===== config.mk =====
export PLATFORM = sky130hd
export DESIGN_NAME = guess_engine
export DESIGN_NICKNAME = d
export VERILOG_FILES = /design/src/rtl/guess_pkg.sv /design/src/rtl/bcd_counter.sv /design/src/rtl/guess_engine.sv
export SDC_FILE = /design/constraint.sdc
export NUM_CORES = 1
export LEC_CHECK = 0
export ABC_AREA = 1
export ABC_CLOCK_PERIOD_IN_PS = 3450
export CAP_MARGIN = 20
export CORE_MARGIN = 8
export CORE_UTILIZATION = 40
export CTS_CLUSTER_SIZE = 12
export DETAILED_ROUTE_END_ITERATION = 7
export GPL_TIMING_DRIVEN = 0
export SYNTH_ARGS = -nofsm -noshare
export SYNTH_HDL_FRONTEND = slang
export SYNTH_HIERARCHICAL = 1
export SYNTH_SLANG_ARGS = --single-unit

===== constraint.sdc =====
create_clock -name clk -period 3.45 [get_ports clk]
set_clock_uncertainty 0.2 [all_clocks]
set_input_delay 1.035 -clock clk [delete_from_list [all_inputs] [get_ports clk]]
set_output_delay 1.035 -clock clk [all_outputs]
set_load 0.03 [all_outputs]

===== src/rtl/guess_pkg.sv =====
// rtl/guess_pkg.sv - shared state enum, display codes and LED patterns for guess_engine
package guess_pkg;

  typedef enum logic [2:0] {IDLE, READ, CHEAT, WIN, LOSE} state_e;

  localparam logic [3:0] BCD_DASH  = 4'hA;
  localparam logic [3:0] BCD_BLANK = 4'hF;

  localparam logic [15:0] LED_IDLE = 16'h0000;
  localparam logic [15:0] LED_WIN  = 16'hFFFF;
  localparam logic [15:0] LED_LOSE = 16'hAAAA;

  // Largest target: all 9s except the LSD, so the target is never the initial upper bound.
  function automatic logic [15:0] bcd_top_target(input int digits);
    logic [15:0] r;
    r = '0;
    for (int i = 0; i < 4; i++) begin
      if (i < digits) r[4*i +: 4] = 4'h9;
    end
    r[3:0] = 4'h8;
    return r;
  endfunction

  function automatic logic [15:0] led_thermo(input int n);
    logic [15:0] r;
    r = '0;
    for (int i = 0; i < 16; i++) r[i] = (i < n);
    return r;
  endfunction

endpackage


===== src/rtl/bcd_counter.sv =====
// rtl/bcd_counter.sv - free-running multi-digit BCD counter wrapping MAX_VAL -> MIN_VAL
module bcd_counter #(
  parameter int                  DIGITS  = 2,
  parameter logic [4*DIGITS-1:0] MIN_VAL = {{(DIGITS-1){4'h0}}, 4'h1},
  parameter logic [4*DIGITS-1:0] MAX_VAL = {DIGITS{4'h9}}
) (
  input  logic                clk,
  input  logic                rst_n,
  input  logic                en_i,
  output logic [4*DIGITS-1:0] count_o
);

  localparam int W = 4 * DIGITS;

  logic [W-1:0] count_q, count_d, inc;
  logic         carry;

  always_comb begin
    inc   = count_q;
    carry = 1'b1;
    for (int d = 0; d < DIGITS; d++) begin
      if (carry) begin
        if (count_q[4*d +: 4] == 4'h9) begin
          inc[4*d +: 4] = 4'h0;
        end else begin
          inc[4*d +: 4] = count_q[4*d +: 4] + 4'd1;
          carry         = 1'b0;
        end
      end
    end
    count_d = count_q;
    if (en_i) count_d = (count_q == MAX_VAL) ? MIN_VAL : inc;
  end

  always_ff @(posedge clk or negedge rst_n) begin
    if (!rst_n) count_q <= MIN_VAL;
    else        count_q <= count_d;
  end

  assign count_o = count_q;

endmodule


===== src/rtl/guess_engine.sv =====
// rtl/guess_engine.sv - number-guessing game controller; GUESS_CHEAT_EN adds the CHEAT state
module guess_engine
  import guess_pkg::*;
#(
  parameter int DIGITS      = 2,
  parameter int MAX_TRIES   = 7,
  parameter int HOLD_CYCLES = 33554432,
  parameter int TRY_W       = $clog2(MAX_TRIES + 1)
) (
  input  logic                clk,
  input  logic                rst,
  input  logic                start,
  input  logic                key_valid,
  input  logic [3:0]          key_num,
  input  logic                enter,
  input  logic                cheat,
  output logic [4*DIGITS-1:0] disp_left,
  output logic [4*DIGITS-1:0] disp_right,
  output logic [15:0]         led,
  output logic [TRY_W-1:0]    tries_left,
  output logic                win,
  output logic                lose
);

  localparam int             W         = 4 * DIGITS;
  localparam int             CNT_W     = (HOLD_CYCLES > 1) ? $clog2(HOLD_CYCLES) : 1;
  localparam logic [W-1:0]   ALL_DASH  = {DIGITS{BCD_DASH}};
  localparam logic [W-1:0]   ALL_BLANK = {DIGITS{BCD_BLANK}};
  localparam logic [W-1:0]   NINES     = {DIGITS{4'h9}};
  localparam logic [15:0]    TOP16     = bcd_top_target(DIGITS);
  localparam logic [W-1:0]   CTR_MAX   = TOP16[W-1:0];
  localparam logic [W-1:0]   CTR_MIN   = W'(1);
  localparam logic [TRY_W-1:0] TRIES0  = TRY_W'(MAX_TRIES);

  state_e             state_q, state_d;
  logic [W-1:0]       lower_q, lower_d, upper_q, upper_d;
  logic [W-1:0]       entry_q, entry_d, target_q, target_d;
  logic [W-1:0]       dl_q, dl_d, dr_q, dr_d;
  logic [TRY_W-1:0]   tries_q, tries_d;
  logic [CNT_W-1:0]   cnt_q, cnt_d;
  logic [15:0]        led_q, led_d;
  logic               win_q, lose_q;
  logic [W-1:0]       ctr_val, guess;
  logic               guess_ok;

  bcd_counter #(
    .DIGITS (DIGITS),
    .MIN_VAL(CTR_MIN),
    .MAX_VAL(CTR_MAX)
  ) u_target_src (
    .clk    (clk),
    .rst_n  (rst),
    .en_i   (1'b1),
    .count_o(ctr_val)
  );

`ifndef GUESS_CHEAT_EN
  logic unused_cheat;
  assign unused_cheat = cheat;
`endif

  // Blank digits of a partial entry read as leading zeros.
  always_comb begin
    guess = '0;
    for (int d = 0; d < DIGITS; d++)
      guess[4*d +: 4] = (entry_q[4*d +: 4] == BCD_BLANK) ? 4'h0 : entry_q[4*d +: 4];
  end

  assign guess_ok = (entry_q != ALL_BLANK) && (guess > lower_q) && (guess < upper_q);

  always_comb begin
    state_d  = state_q;
    lower_d  = lower_q;
    upper_d  = upper_q;
    entry_d  = entry_q;
    target_d = target_q;
    tries_d  = tries_q;
    cnt_d    = cnt_q;
    dl_d     = dl_q;
    dr_d     = dr_q;
    case (state_q)
      IDLE: begin
        lower_d = '0;
        upper_d = NINES;
        tries_d = TRIES0;
        cnt_d   = '0;
        dl_d    = ALL_DASH;
        dr_d    = ALL_DASH;
        if (start) begin
          target_d = ctr_val;
          entry_d  = ALL_BLANK;
          state_d  = READ;
          dl_d     = '0;
          dr_d     = NINES;
        end
      end
      READ: begin
        if (enter) begin
          entry_d = ALL_BLANK;
          dl_d    = lower_q;
          dr_d    = upper_q;
          if (guess_ok) begin
            tries_d = tries_q - TRY_W'(1);
            if (guess == target_q) begin
              state_d = WIN;
              cnt_d   = '0;
              dl_d    = target_q;
              dr_d    = target_q;
            end else begin
              if (guess > target_q) upper_d = guess;
              else                  lower_d = guess;
              if (tries_q == TRY_W'(1)) begin
                state_d = LOSE;
                cnt_d   = '0;
                dl_d    = target_q;
                dr_d    = ALL_DASH;
              end else begin
                dl_d = (guess > target_q) ? lower_q : guess;
                dr_d = (guess > target_q) ? guess : upper_q;
              end
            end
          end
        end else if (key_valid && key_num <= 4'd9) begin
          entry_d = {entry_q[W-5:0], key_num};
          dl_d    = ALL_BLANK;
          dr_d    = {entry_q[W-5:0], key_num};
`ifdef GUESS_CHEAT_EN
        end else if (cheat) begin
          state_d = CHEAT;
          dl_d    = target_q;
          dr_d    = ALL_BLANK;
`endif
        end
      end
`ifdef GUESS_CHEAT_EN
      CHEAT: begin
        if (!cheat) begin
          state_d = READ;
          dl_d    = lower_q;
          dr_d    = upper_q;
        end
      end
`endif
      WIN, LOSE: begin
        if (cnt_q == CNT_W'(HOLD_CYCLES - 1)) begin
          state_d = IDLE;
          cnt_d   = '0;
          lower_d = '0;
          upper_d = NINES;
          tries_d = TRIES0;
          dl_d    = ALL_DASH;
          dr_d    = ALL_DASH;
        end else begin
          cnt_d = cnt_q + CNT_W'(1);
        end
      end
      default: begin
        state_d = IDLE;
        dl_d    = ALL_DASH;
        dr_d    = ALL_DASH;
      end
    endcase
  end

  always_comb begin
    led_d = LED_IDLE;
    case (state_d)
      READ, CHEAT: led_d = led_thermo(int'(tries_d));
      WIN:         led_d = LED_WIN;
      LOSE:        led_d = LED_LOSE;
      default:     led_d = LED_IDLE;
    endcase
  end

  always_ff @(posedge clk or negedge rst) begin
    if (!rst) begin
      state_q  <= IDLE;
      lower_q  <= '0;
      upper_q  <= NINES;
      entry_q  <= ALL_BLANK;
      target_q <= '0;
      tries_q  <= TRIES0;
      cnt_q    <= '0;
      dl_q     <= ALL_DASH;
      dr_q     <= ALL_DASH;
      led_q    <= LED_IDLE;
      win_q    <= 1'b0;
      lose_q   <= 1'b0;
    end else begin
      state_q  <= state_d;
      lower_q  <= lower_d;
      upper_q  <= upper_d;
      entry_q  <= entry_d;
      target_q <= target_d;
      tries_q  <= tries_d;
      cnt_q    <= cnt_d;
      dl_q     <= dl_d;
      dr_q     <= dr_d;
      led_q    <= led_d;
      win_q    <= (state_d == WIN);
      lose_q   <= (state_d == LOSE);
    end
  end

  assign disp_left  = dl_q;
  assign disp_right = dr_q;
  assign led        = led_q;
  assign tries_left = tries_q;
  assign win        = win_q;
  assign lose       = lose_q;

endmodule


-- After elaboration in Yosys (flattened, before gate mapping)
Index checks and enable logic that the tools add are counted.
- register bits: 105
- output and inout port bits: 37
- logic and storage cells: 121
- add/sub/neg operators: 4
- magnitude comparators: 11
- equal/unequal tests: 23
- mux-type cells: 55
- reduce and logical (&&, ||, !) cells: 14
- operators by type and width (kind ; number):
    $mux W8 ; 25
    $mux W25 ; 5
    $pmux W8 S3 ; 4
    $pmux W25 S3 ; 1
    $pmux W16 S3 ; 1
    $mux W3 ; 9
    $add A25 B1 Y25 const B ; 1
    $eq A25 B25 Y1 const B ; 1
    $mux W4 ; 5
    $pmux W3 S3 ; 2
    $eq A4 B4 Y1 const B ; 4
    $gt A8 B8 Y1 ; 2
    $pmux W8 S2 ; 1
    $ne A2 B2 Y1 const B ; 5
    $eq A3 B1 Y1 const B ; 3
    $eq A3 B2 Y1 const B ; 3
    $lt A3 B3 Y1 const A ; 3
    $add A4 B1 Y4 const B ; 2
    $eq A8 B8 Y1 ; 1
    $eq A8 B8 Y1 const B ; 1
    $lt A8 B8 Y1 ; 1
    $ne A8 B8 Y1 const B ; 1
    $eq A3 B3 Y1 const B ; 2
    $lt A1 B3 Y1 const A ; 2
    other kinds (15) ; 22

-- Depth between registers and ports, before layout
Gate-level depths: netlist (run 1).
- depth after elaboration: 11
- depth in mapped cells: 22
- mapped depth without buffers: 22

-- By module
Netlist (run 1), hierarchy kept.
- modules (own cells, without submodules) (module ; times used ; cells each ; area each (um^2) ; sequential area each (um^2)):
    guess_engine ; 1 ; 733 ; 5480.3 ; 2280.9
    bcd_counter ; 1 ; 57 ; 469.2 ; 201.4

-- Least setup slack after synthesis (run 1)
Ideal clock, no wire load.
- kind: flip-flop to flip-flop
- start: register entry_q[7]
- end: register cnt_q[21]
- setup time: 0.119 ns
- arrival: 2.484 ns
- slack: 0.647 ns
- stages on the path, launching flop included: 18
- period minus slack after synthesis: 2.803 ns
- cell sequence: dfstp_2 -> nand4_1 -> inv_1 -> nor2_1 -> ha_1 -> nand2_1 -> or2_2 -> nand2_1 -> inv_1 -> nand2_1 -> nand2_4 -> nand2_4 -> inv_4 -> nor2_8 -> buf_6 -> nand4_2 -> xor2_1 -> nor2_2
- word-level cells in the longest chain between the ends: 7
- elaborated cells between the ends (all ways): 15
- classes of those cells: order compare: 2; eq/ne: 5; mux: 5; reduce/logical: 3
- RTL lines (element ; line ; source):
    from (decl) ; guess_engine.sv:37 ; logic [W-1:0] entry_q, entry_d, target_q, target_d;
    from (signal assigned) ; guess_engine.sv:193 ; entry_q <= entry_d;
    $eq A4 B4 Y1 ; guess_engine.sv:66 ; guess[4*d +: 4] = (entry_q[4*d +: 4] == BCD_BLANK) ? 4'h0 : entry_q[4*d +: 4];
    $mux W4 ; guess_engine.sv:66 ;
    $gt A8 B8 Y1 or $eq A8 B8 Y1 (tied branches) ; guess_engine.sv:69, guess_engine.sv:104 ;
    $logic_and A1 B1 Y1 or $mux W25 (tied branches) ; guess_engine.sv:69, guess_engine.sv:104 ;
    $logic_and A1 B1 Y1 or $mux W25 (tied branches) ; guess_engine.sv:69, guess_engine.sv:102 ;
    $ne A2 B2 Y1 (no line) or $mux W25 (tied branches) ; n/a ;
    $reduce_and A4 Y1 (no line) or $pmux W25 S3 (tied branches) ; n/a ;
    to (signal assigned) ; guess_engine.sv:196 ; cnt_q <= cnt_d;
    to (decl) ; guess_engine.sv:40 ; logic [CNT_W-1:0] cnt_q, cnt_d;
Several ways; a longest one is shown, not always the timed one. The select of a mux whose other input is x is not followed.
A chain may end at the register's enable or synchronous reset.

-- Worst setup path after layout (run 1)
- start: register entry_q[7]
- end: register dr_q[0], in the netlist disp_right[0]
- word-level cells in the longest chain between the ends: 9
- elaborated cells between the ends (all ways): 15
- classes of those cells: order compare: 3; eq/ne: 3; mux: 7; reduce/logical: 2
- RTL lines (element ; line ; source):
    $eq A4 B4 Y1 ; guess_engine.sv:66 ;
    $mux W4 ; guess_engine.sv:66 ;
    $gt A8 B8 Y1 ; guess_engine.sv:119 ; dr_d = (guess > target_q) ? guess : upper_q;
    $mux W8 ; n/a ;
    $mux W8 ; guess_engine.sv:112 ; if (tries_q == TRY_W'(1)) begin
    $mux W8 ; guess_engine.sv:104 ; if (guess == target_q) begin
    $mux W8 * ; guess_engine.sv:102 ; if (guess_ok) begin
    $mux W8 * ; guess_engine.sv:98 ; if (enter) begin
    $pmux W8 S3 * ; guess_engine.sv:81 ; case (state_q)
    to (signal assigned) ; guess_engine.sv:198 ; dr_q <= dr_d;
    to (decl) ; guess_engine.sv:38 ; logic [W-1:0] dl_q, dl_d, dr_q, dr_d;
Every way passes the cells marked *; elsewhere a longest branch is shown, timed or not.

==> results of run 1 <==
## power groups by stage
stage                     Clock [mW]  Sequential, mW  Combinational (mW)
final                          0.982            1.89                5.25
after global routing            1.05            1.94                5.83
after CTS                       1.01            1.89                5.07
after detailed placement           0            1.91                5.04
after global placement             0            1.91                5.00
after floorplan                    0            2.12                3.30
## metrics by stage
stage | util, % | power (mW) | TNS (ps)
2_1_floorplan | - | 5.42 | 0
3_3_place_gp | 45.7 | 6.91 | -236900
3_5_place_dp | 45.8 | 6.95 | -2670
4_1_cts | 47.8 | 7.97 | 0
5_1_grt | 48.3 | 8.82 | -0.821
6_report | 48.3 | 8.12 | 0
## critical path, delay by kind of cell, from the launching register on
kind / cells / cell delay, ps
flops: 1 / 550
fa+ha+maj: 1 / 330
simple gates: 4 / 690
buf+inv: 2 / 270
compound gates: 7 / 1140
## final cells by class
cell class                 count  area, sq um  area share (%)
sequential                    98         2480            35.4
buffer                        24          138            1.96
clock inverter                 7         55.1           0.784
timing repair buffer          51          513            7.31
inverter                      94          355            5.06
tap                          184          230            3.28
multi-input combinational    576         3020            43.0
clock buffer                   9          225            3.21
## cell usage after synthesis (5+ instances only)
master / n
a211oi_1: 6
a21oi_1: 57
a31oi_1: 6
buf_4: 9
clkbuf_1: 11
dfrtp_1: 74
dfstp_2: 24
ha_1: 22
inv_1: 81
inv_2: 10
nand2_1: 206
nand2_2: 6
nand3_1: 36
nand4_1: 11
nor2_1: 92
nor3_1: 7
o211ai_1: 7
o21ai_0: 51
o21ai_1: 6
o22ai_1: 5
xnor2_1: 5
xor2_1: 10
## worst max-delay path by stage
stage,startpoint,end,slack [ps]
5_1_grt,entry_q[2],cnt_q[16],-0.8
2_1_floorplan,entry_q[7],cnt_q[21],650
6_report,entry_q[7],disp_right[0],150
3_5_place_dp,enter,entry_q[6],-400
4_1_cts,entry_q[2],disp_right[0],10
3_3_place_gp,rst,led[4],-2700
## metal layers
| layer | share of wire, % | global-route usage, % | up-vias | wire length [microns] |
|---|---|---|---|---|
| met5 | 0 | 0 | - | 0 |
| met3 | 6.7 | 4.86 | 40 | 1110 |
| met2 | 46 | 28.9 | 162 | 7670 |
| met4 | 3.3 | 7.10 | 0 | 555 |
| li1 | - | - | 2694 | - |
| met1 | 44 | 23.1 | 2465 | 7280 |
## repair_timing
action / 4_1_cts / 5_1_grt
buffers inserted: 0 / 5
pin swaps: 0 / 2
endpoints found under the setup margin: 12 / 63
gates resized for setup: 4 / 12
## cell families after synthesis
| family | count (synthesis) | synth area share, % |
|---|---|---|
| AOI/OAI and AO/OA | 148 | 14.0 |
| xor gates and xnor gates | 15 | 2.21 |
| adders and majority gates | 22 | 4.63 |
| buffers and inverters | 118 | 8.22 |
| DFF | 98 | 41.7 |
| muxes | 1 | 0.189 |
| other | 1 | 0.0630 |
| and+or+nand+nor | 387 | 28.9 |
## cell usage in the layout (no fill, tap or decap), types with 5 or more instances in the layout
| master | Yosys | layout |
|---|---|---|
| nor2_4 | 4 | 6 |
| inv_1 | 81 | 80 |
| xnor2_1 | 5 | 5 |
| o21ai_0 | 51 | 51 |
| dfrtp_1 | 74 | 74 |
| nand3_1 | 36 | 36 |
| a31oi_1 | 6 | 6 |
| a21oi_1 | 57 | 57 |
| nand2_2 | 6 | 8 |
| xor2_1 | 10 | 10 |
| ha_1 | 22 | 22 |
| nor3_1 | 7 | 7 |
| clkdlybuf4s50_1 | 0 | 44 |
| nor2_1 | 92 | 87 |
| inv_2 | 10 | 11 |
| nor2_2 | 4 | 7 |
| nand2_1 | 206 | 203 |
| clkbuf_1 | 11 | 8 |
| o22ai_1 | 5 | 5 |
| a211oi_1 | 6 | 6 |
| o21ai_1 | 6 | 6 |
| buf_4 | 9 | 15 |
| clkbuf_16 | 0 | 9 |
| dfstp_2 | 24 | 24 |
| o211ai_1 | 7 | 7 |
| nand4_1 | 11 | 11 |
==> impl_metrics.toml, run 1 <==
[run_status]
status = "finished, final reports clean"

[global_routing]
grt_start_max_net_pins = 62
grt_overflow = 0
grt_pass1_wl_mm = 26.7
antenna_found_initial = 0
grt_pass1_vias = 5155
grt.total_usage_pct = 18.2

[synth]
syn_area_sq_um = 5950
synthFlopType = "dfrtp_1"
synth_top_cell_by_area = "dfrtp_1"
async_reset_ff_share_pct = 100
synth_cells = 790
synth.avg_cell_area_sq_um = 7.53
yosys-top-cells-area = "dfrtp_1 31%, nand2_1 13%, dfstp_2 11%"
synth_cell_types = 54
synth_top_area_share_pct = 31.1
synth-seq-cells = 98
yosysWarnings = 6
synth_edf_count = 0
yosysSeqAreaShare_pct = 41.7

[power_and_ir_drop]
power_frac_seq_pct = 23.3
combinationalPowerShare_pct = 64.6
cell_internal_pwr_mw = 3.84
swShare_pct = 52.7
p_leak_nw = 3.37
switchingPower_mw = 4.28
peakVddDrop_mv = 0.443
cellPowerDensity_nw_per_um2 = 1160
p_clk_share_pct = 12.1

[setup_path]
start_kind = "register"
cp_common_cell = "a21oi_1"
cp.arrival_ps = 3340
r2r_end = "disp_right[0]"
path_cells = "inv_1 > nor2_1 > ha_1 > a21oi_1 > o21ai_0 > a21oi_1 > nand2_1 > a21oi_4 > nand2_4 > clkbuf_2 > a21oi_1 > nand2_1 > o211ai_1 > a21oi_1"
crit_fanout = 10
critPathMaxStageDelay_ps = 550
rrSetupSlack_ps = 150
r2r_cells = 14
worstPathRequired_ps = 3490
end_kind = "register"
rr_startpoint = "entry_q[7]"
path_class = "register to register"
worst_path_max_delay_cell = "dfstp_2"

[cts]
cts_sinks = 98
clk_pin_slew_ps = 70
clk_latency_ps = 360
clockRootBuffer = "clkbuf_16"
cts_buffers = 9
cts_buffer_depth = 2
cts_tree = "done"
hold_buffers = 0
htreeDepth = 3

[floorplanning]
start_util_pct = 40.9
dieArea_sq_um = 19000
num_rows = 44
die_h_microns = 138
die_width_microns = 138
core_sq_um = 14500
io_pins = 47

[final_layout]
n_antenna_cell = 0
nFillCells = 1477
stdcell_area_sq_um = 7020
finalNonFillerCells = 1043
final_nets = 886
area.growth.synth_to_final_pct = 18.0
regMostFlops = "cnt_q"
largest_register_ff_count = 25
drive_gt1_share_pct = 13.0

[detailed_routing]
drcViolationCount = 0
first_pass_iters = 5
first_iter_violations = 415
drt_wl_total_mm = 16.6
wl_per_cell_microns = 15.9
via_per_inst = 5.14
vias = 5361
ant_nets = 0

[timing]
holdWs_ps = 279
min_period_over_period_pct = 95.7
maxSlewViolCount = 0
setup_ws_ps = 148
setup_viol = 0
slew_headroom_pct = 54.7
final_hold_viol_count = 0
fmax_mhz = 303
fin_crit_ps = 3300
tightest_slew_ps = 680

[place]
port_buffers = 45
placed_cells = 1022
gp_congestion = 0.929
pre_cts_slack_ps = -403
place_area_sq_um = 6660
dpl.hpwl_mm = 12.5

[worst_hold_path]
hold_class = "register to register"
min_from = "disp_right[7]"
holdPathEnd = "disp_right[7]"
min_path_cells = 2

[run]
max-cap-violations = 0
(Power assumes the default switching activity.)
==> run 2, diff against run 1 <==
- CORE_MARGIN: 8 -> not set
- SLEW_MARGIN: not set -> 20
==> run 2 against run 1 <==
Register-to-register slack improved by 60 ps. Total power rose by 1.0%. Final area rose by 0.75%. Fmax rose by 1.9%. Combinational power barely moved. Via count fell by 1.4%. Largest cell class unchanged. Highest routed layer unchanged.
==> impl_metrics.toml, run 2 (same netlist as run 1, synthesis figures left out) <==
[cts]
clk_pin_slew_ps = 70
cts_buffers = 9
cts_sinks = 98
cts_tree = "done"
clk_latency_ps = 360
clockRootBuffer = "clkbuf_16"
hold_buffers = 0
cts_buffer_depth = 2
htreeDepth = 3

[detailed_routing]
routed-wl-met2_mm = 7.05
first_iter_violations = 292
drcViolationCount = 0
route.met3.wl_microns = 869
highest_layer = "met4"
drt_wl_total_mm = 16.1
ant_nets = 0
via_per_inst = 5.06
first_pass_iters = 5
wl_per_cell_microns = 15.4
vias = 5284
wl_met1_mm = 7.66

[setup_path]
end_kind = "register"
rrSetupSlack_ps = 210
crit_fanout = 7
start_kind = "register"
rr_startpoint = "entry_q[3]"
path_class = "register to register"
worstPathRequired_ps = 3540
cp.arrival_ps = 3330
r2r_cells = 16
r2r_end = "led[4]"

[power_and_ir_drop]
power_frac_seq_pct = 23.2
cell_internal_pwr_mw = 3.95
finalPower_mw = 8.21
p_clk_share_pct = 12.8
switchingPower_mw = 4.25
p_leak_nw = 3.40
combinationalPowerShare_pct = 63.9
peakVddDrop_mv = 0.366
cellPowerDensity_nw_per_um2 = 1160
swShare_pct = 51.8

[global_routing]
grt_start_max_net_pins = 64
grt_overflow = 0
grt.total_usage_pct = 22.6
grt_pass1_wl_mm = 26.2
antenna_found_initial = 0
grt_pass1_vias = 5154

[timing]
tightest_slew_ps = 683
final_hold_viol_count = 0
setup-tns-final_ps = 0
min_period_over_period_pct = 93.9
fmax_mhz = 309
fin_crit_ps = 3240
setup_viol = 0
maxSlewViolCount = 0
slew_headroom_pct = 54.5

[final_layout]
largest_register_ff_count = 25
mostFrequentLayoutCells = "204 x nand2_1, 87 x nor2_1, 80 x inv_1"
n_antenna_cell = 0
final_common_cell = "nand2_1"
area.growth.synth_to_final_pct = 18.9
regMostFlops = "cnt_q"
fin_util_pct = 48.7
drive_gt1_share_pct = 13.4
final_nets = 888
stdcell_area_sq_um = 7070

[floorplanning]
die_h_microns = 124
num_rows = 44
die_width_microns = 124
core_sq_um = 14500
start_util_pct = 40.9
dieArea_sq_um = 15400
io_pins = 47

[place]
dpl.hpwl_mm = 11.9
gp_congestion = 0.929
port_buffers = 45
place_area_sq_um = 6670

[run_status]
status = "finished, final reports clean"

[worst_hold_path]
holdPathEnd = "disp_right[7]"
min_from = "disp_right[7]"
hold_class = "register to register"
min_path_cells = 2

[run]
max-cap-violations = 0
==> run 2: cell types whose count changed in the layout (fill, tap and decap cells not counted), moves of 2 or more <==
cell,change
clkinv_4,-3
clkinv_2,-2
nand2_2,-2
a21oi_2,+2
buf_4,+3
inv_6,+2
a21oi_1,-2
==> run 2: area by class of cell <==
cell class                 count  area (sq um)
timing repair buffer          54           539
multi-input combinational    576          3030
tap                          184           230
clock inverter                 6          73.8
sequential                    98          2480
buffer                        23           136
clock buffer                  10           229
fill                        1453          7460
inverter                      94           355
==> run 2: worst max-delay path by stage <==
stage	start	cells past startpoint	end
6_report	entry_q[3]	16	led[4]
5_1_grt	entry_q[7]	16	cnt_q[8]
4_1_cts	entry_q[7]	16	led[3]
3_5_place_dp	enter	10	entry_q[5]
3_3_place_gp	rst	1	cnt_q[21]
2_1_floorplan	entry_q[7]	17	cnt_q[21]
==> run 2: metrics by stage <==
stage               cells  setup WS, ps  hold slack, ps
detailed placement   1022          -383             261
CTS                  1038          14.4             273
floorplan             792           647             245
global route         1045         -11.6             305
global placement     1021         -2710             262
finish               1045           209             270
==> run 2: repair_timing <==
item | in CTS | in global routing
setup buffers | 0 | 8
resized for setup | 1 | 20
cloned | 0 | 0
endpoints found under the setup margin | 1 | 63
pin swaps | 0 | 2
==> run 2: power by group through the flow <==
stage          registers (mW)  logic [mW]  clock network (mW)
2_1_floorplan            2.12        3.30                   0
3_3_place_gp             1.92        4.99                   0
3_5_place_dp             1.92        5.00                   0
4_1_cts                  1.90        5.03                1.08
5_1_grt                  1.95        5.88                1.12
6_report                 1.91        5.25                1.05
==> run 2: routing by layer <==
| layer | global-route usage, % | vias to the layer above |
|---|---|---|
| met5 | 0 | - |
| li1 | - | 2692 |
| met4 | 9.30 | 0 |
| met3 | 4.90 | 31 |
| met2 | 35.6 | 139 |
| met1 | 30.1 | 2422 |
==> run 2: critical path: stages, from the launching register on <==
cell and delay (ps):
dfstp_2 590, inv_1 70, nor2_2 350, ha_1 310
a21boi_1 140, and2_1 150, nand2_1 180, inv_1 200
a21oi_1 160, nand2_1 70, nand3_1 130, nand2_2 100
inv_2 110, nand2_1 110, nor2_1 150, nand2_1 70
nand2_1 80
==> run 3, diff against run 2 <==
- DONT_BUFFER_PORTS: not set -> 1
- TNS_END_PERCENT: not set -> 50
==> run 3 against run 2 <==
Die area unchanged. Critical path depth increased by 2. Fmax down 0.23%. Clock-buffer cell count unchanged. Global-route usage fell by 0.69 points. Flip-flop and latch count unchanged.
==> impl_metrics.toml, run 3 (same netlist as run 1, synthesis figures left out) <==
[setup_path]
crit_fanout = 10
start_kind = "register"
crit_buf_inv = 4
cp.arrival_ps = 3290
path_class = "register to register"
critPathMaxStageDelay_ps = 560
path_delay_family = "simple AND/OR/NAND/NOR gates"
r2r_cells = 18
worst_path_max_delay_cell = "dfstp_2"
end_kind = "register"
cp.depth = 18
path_cells = "nand4_1 > inv_2 > buf_12 > nor2_1 > ha_1 > nand2_1 > o21ai_0 > a21oi_1 > nand2_1 > a21oi_4 > nand2_4 > nand2_4 > inv_4 > nor2_8 > buf_6 > nand4_2 > xor2_2 > nor2_2"
worstPathRequired_ps = 3490

[detailed_routing]
wl_per_cell_microns = 15.5
first_pass_iters = 6
ant_nets = 0
via_per_inst = 5.28
first_iter_violations = 425
drt_wl_total_mm = 15.5
drcViolationCount = 0
vias = 5272

[cts]
clockRootBuffer = "clkbuf_16"
htreeDepth = 3
clk_latency_ps = 350
cts_buffer_depth = 2
cts_buffers = 9
cts_tree = "done"
clk_pin_slew_ps = 70
cts_sinks = 98

[floorplanning]
core_sq_um = 14500
dieArea_sq_um = 15400
die_h_microns = 124
start_util_pct = 40.9
die_width_microns = 124
num_rows = 44
io_pins = 47

[final_layout]
n_antenna_cell = 0
final_nets = 842
regMostFlops = "cnt_q"
mostFrequentLayoutCells = "202 x nand2_1, 87 x nor2_1, 80 x inv_1"
final_common_cell = "nand2_1"
area.growth.synth_to_final_pct = 10.9
finalNonFillerCells = 999
stdcell_area_sq_um = 6600
drive_gt1_share_pct = 14.1
largest_register_ff_count = 25

[timing]
setup_viol = 0
maxSlewViolCount = 0
setup-tns-final_ps = 0
fin_crit_ps = 3250
final_hold_viol_count = 0
tightest_slew_ps = 664
fmax_mhz = 308
setup_ws_ps = 202
min_period_over_period_pct = 94.1
slew_headroom_pct = 55.7

[global_routing]
grt_start_max_net_pins = 99
grt_pass1_vias = 4887
grt_pass1_wl_mm = 25.2
grt.total_usage_pct = 21.9
antenna_found_initial = 0
grt_overflow = 0

[place]
gp_congestion = 0.896
port_buffers = 0
dpl.hpwl_mm = 11.5
pre_cts_slack_ps = -32.4
placed_cells = 976
place_area_sq_um = 6190

[run]
max-cap-violations = 0

[worst_hold_path]
hold_class = "input pin to async pin"

[run_status]
status = "finished, final reports clean"
==> run 3: worst reg2reg max path, delay by kind of cell (launching register included) <==
kind | cells | cell delay (ps)
buffers and inverters | 4 | 480
AOI/OAI and AO/OA | 3 | 510
and+or+nand+nor | 9 | 970
DFF | 1 | 560
adders and majority gates | 1 | 280
xor gates and xnor gates | 1 | 170
==> run 3: path summary, 6_finish.rpt <==
path                            slack (ps)             to  startpoint
worst max-delay path                   200      cnt_q[21]  entry_q[7]
worst min-delay path                   170     lower_q[7]         rst
worst max register to register         200      cnt_q[21]  entry_q[7]
worst min register to register         290       cnt_q[2]    cnt_q[2]
max in group asynchronous             2630  tries_left[2]         rst
min in group clk                       290       cnt_q[2]    cnt_q[2]
==> run 3: layout make-up <==
type | instances | area [sq um]
plain buffers | 23 | 139
clock buffers | 10 | 239
clock inverters | 6 | 48.8
fillers | 1507 | 7940
inverters | 94 | 355
multi-input cells | 576 | 3030
flip-flops and latches | 98 | 2480
well taps | 184 | 230
repair buffers | 8 | 72.6
==> run 3: what timing repair did <==
item / 4_1_cts / 5_1_grt
gates resized for setup: 3 / 15
hold buffers: 0 / 0
gates cloned: 0 / 0
pin swaps: 0 / 3
buffers inserted: 0 / 8
endpoints found under the setup margin: 8 / 60
==> run 3: routing by layer <==
metal,part of all wire (%),GRT usage [%]
met3,7.4,5.54
met5,0,0
met2,44,33.3
met4,3.9,10.9
met1,45,28.9
==> run 3: stage by stage <==
| stage | hold slack, ps | util, % |
|---|---|---|
| finish | 174 | 45.4 |
| CTS | 162 | 44.6 |
| floorplan | 245 | - |
| global route | 158 | 45.4 |
| detailed placement | 279 | 42.6 |
| global placement | 275 | 42.6 |
Power of run 3 is not shown: default switching activity piles up to over one toggle a cycle in this logic, so the estimate is an artifact.
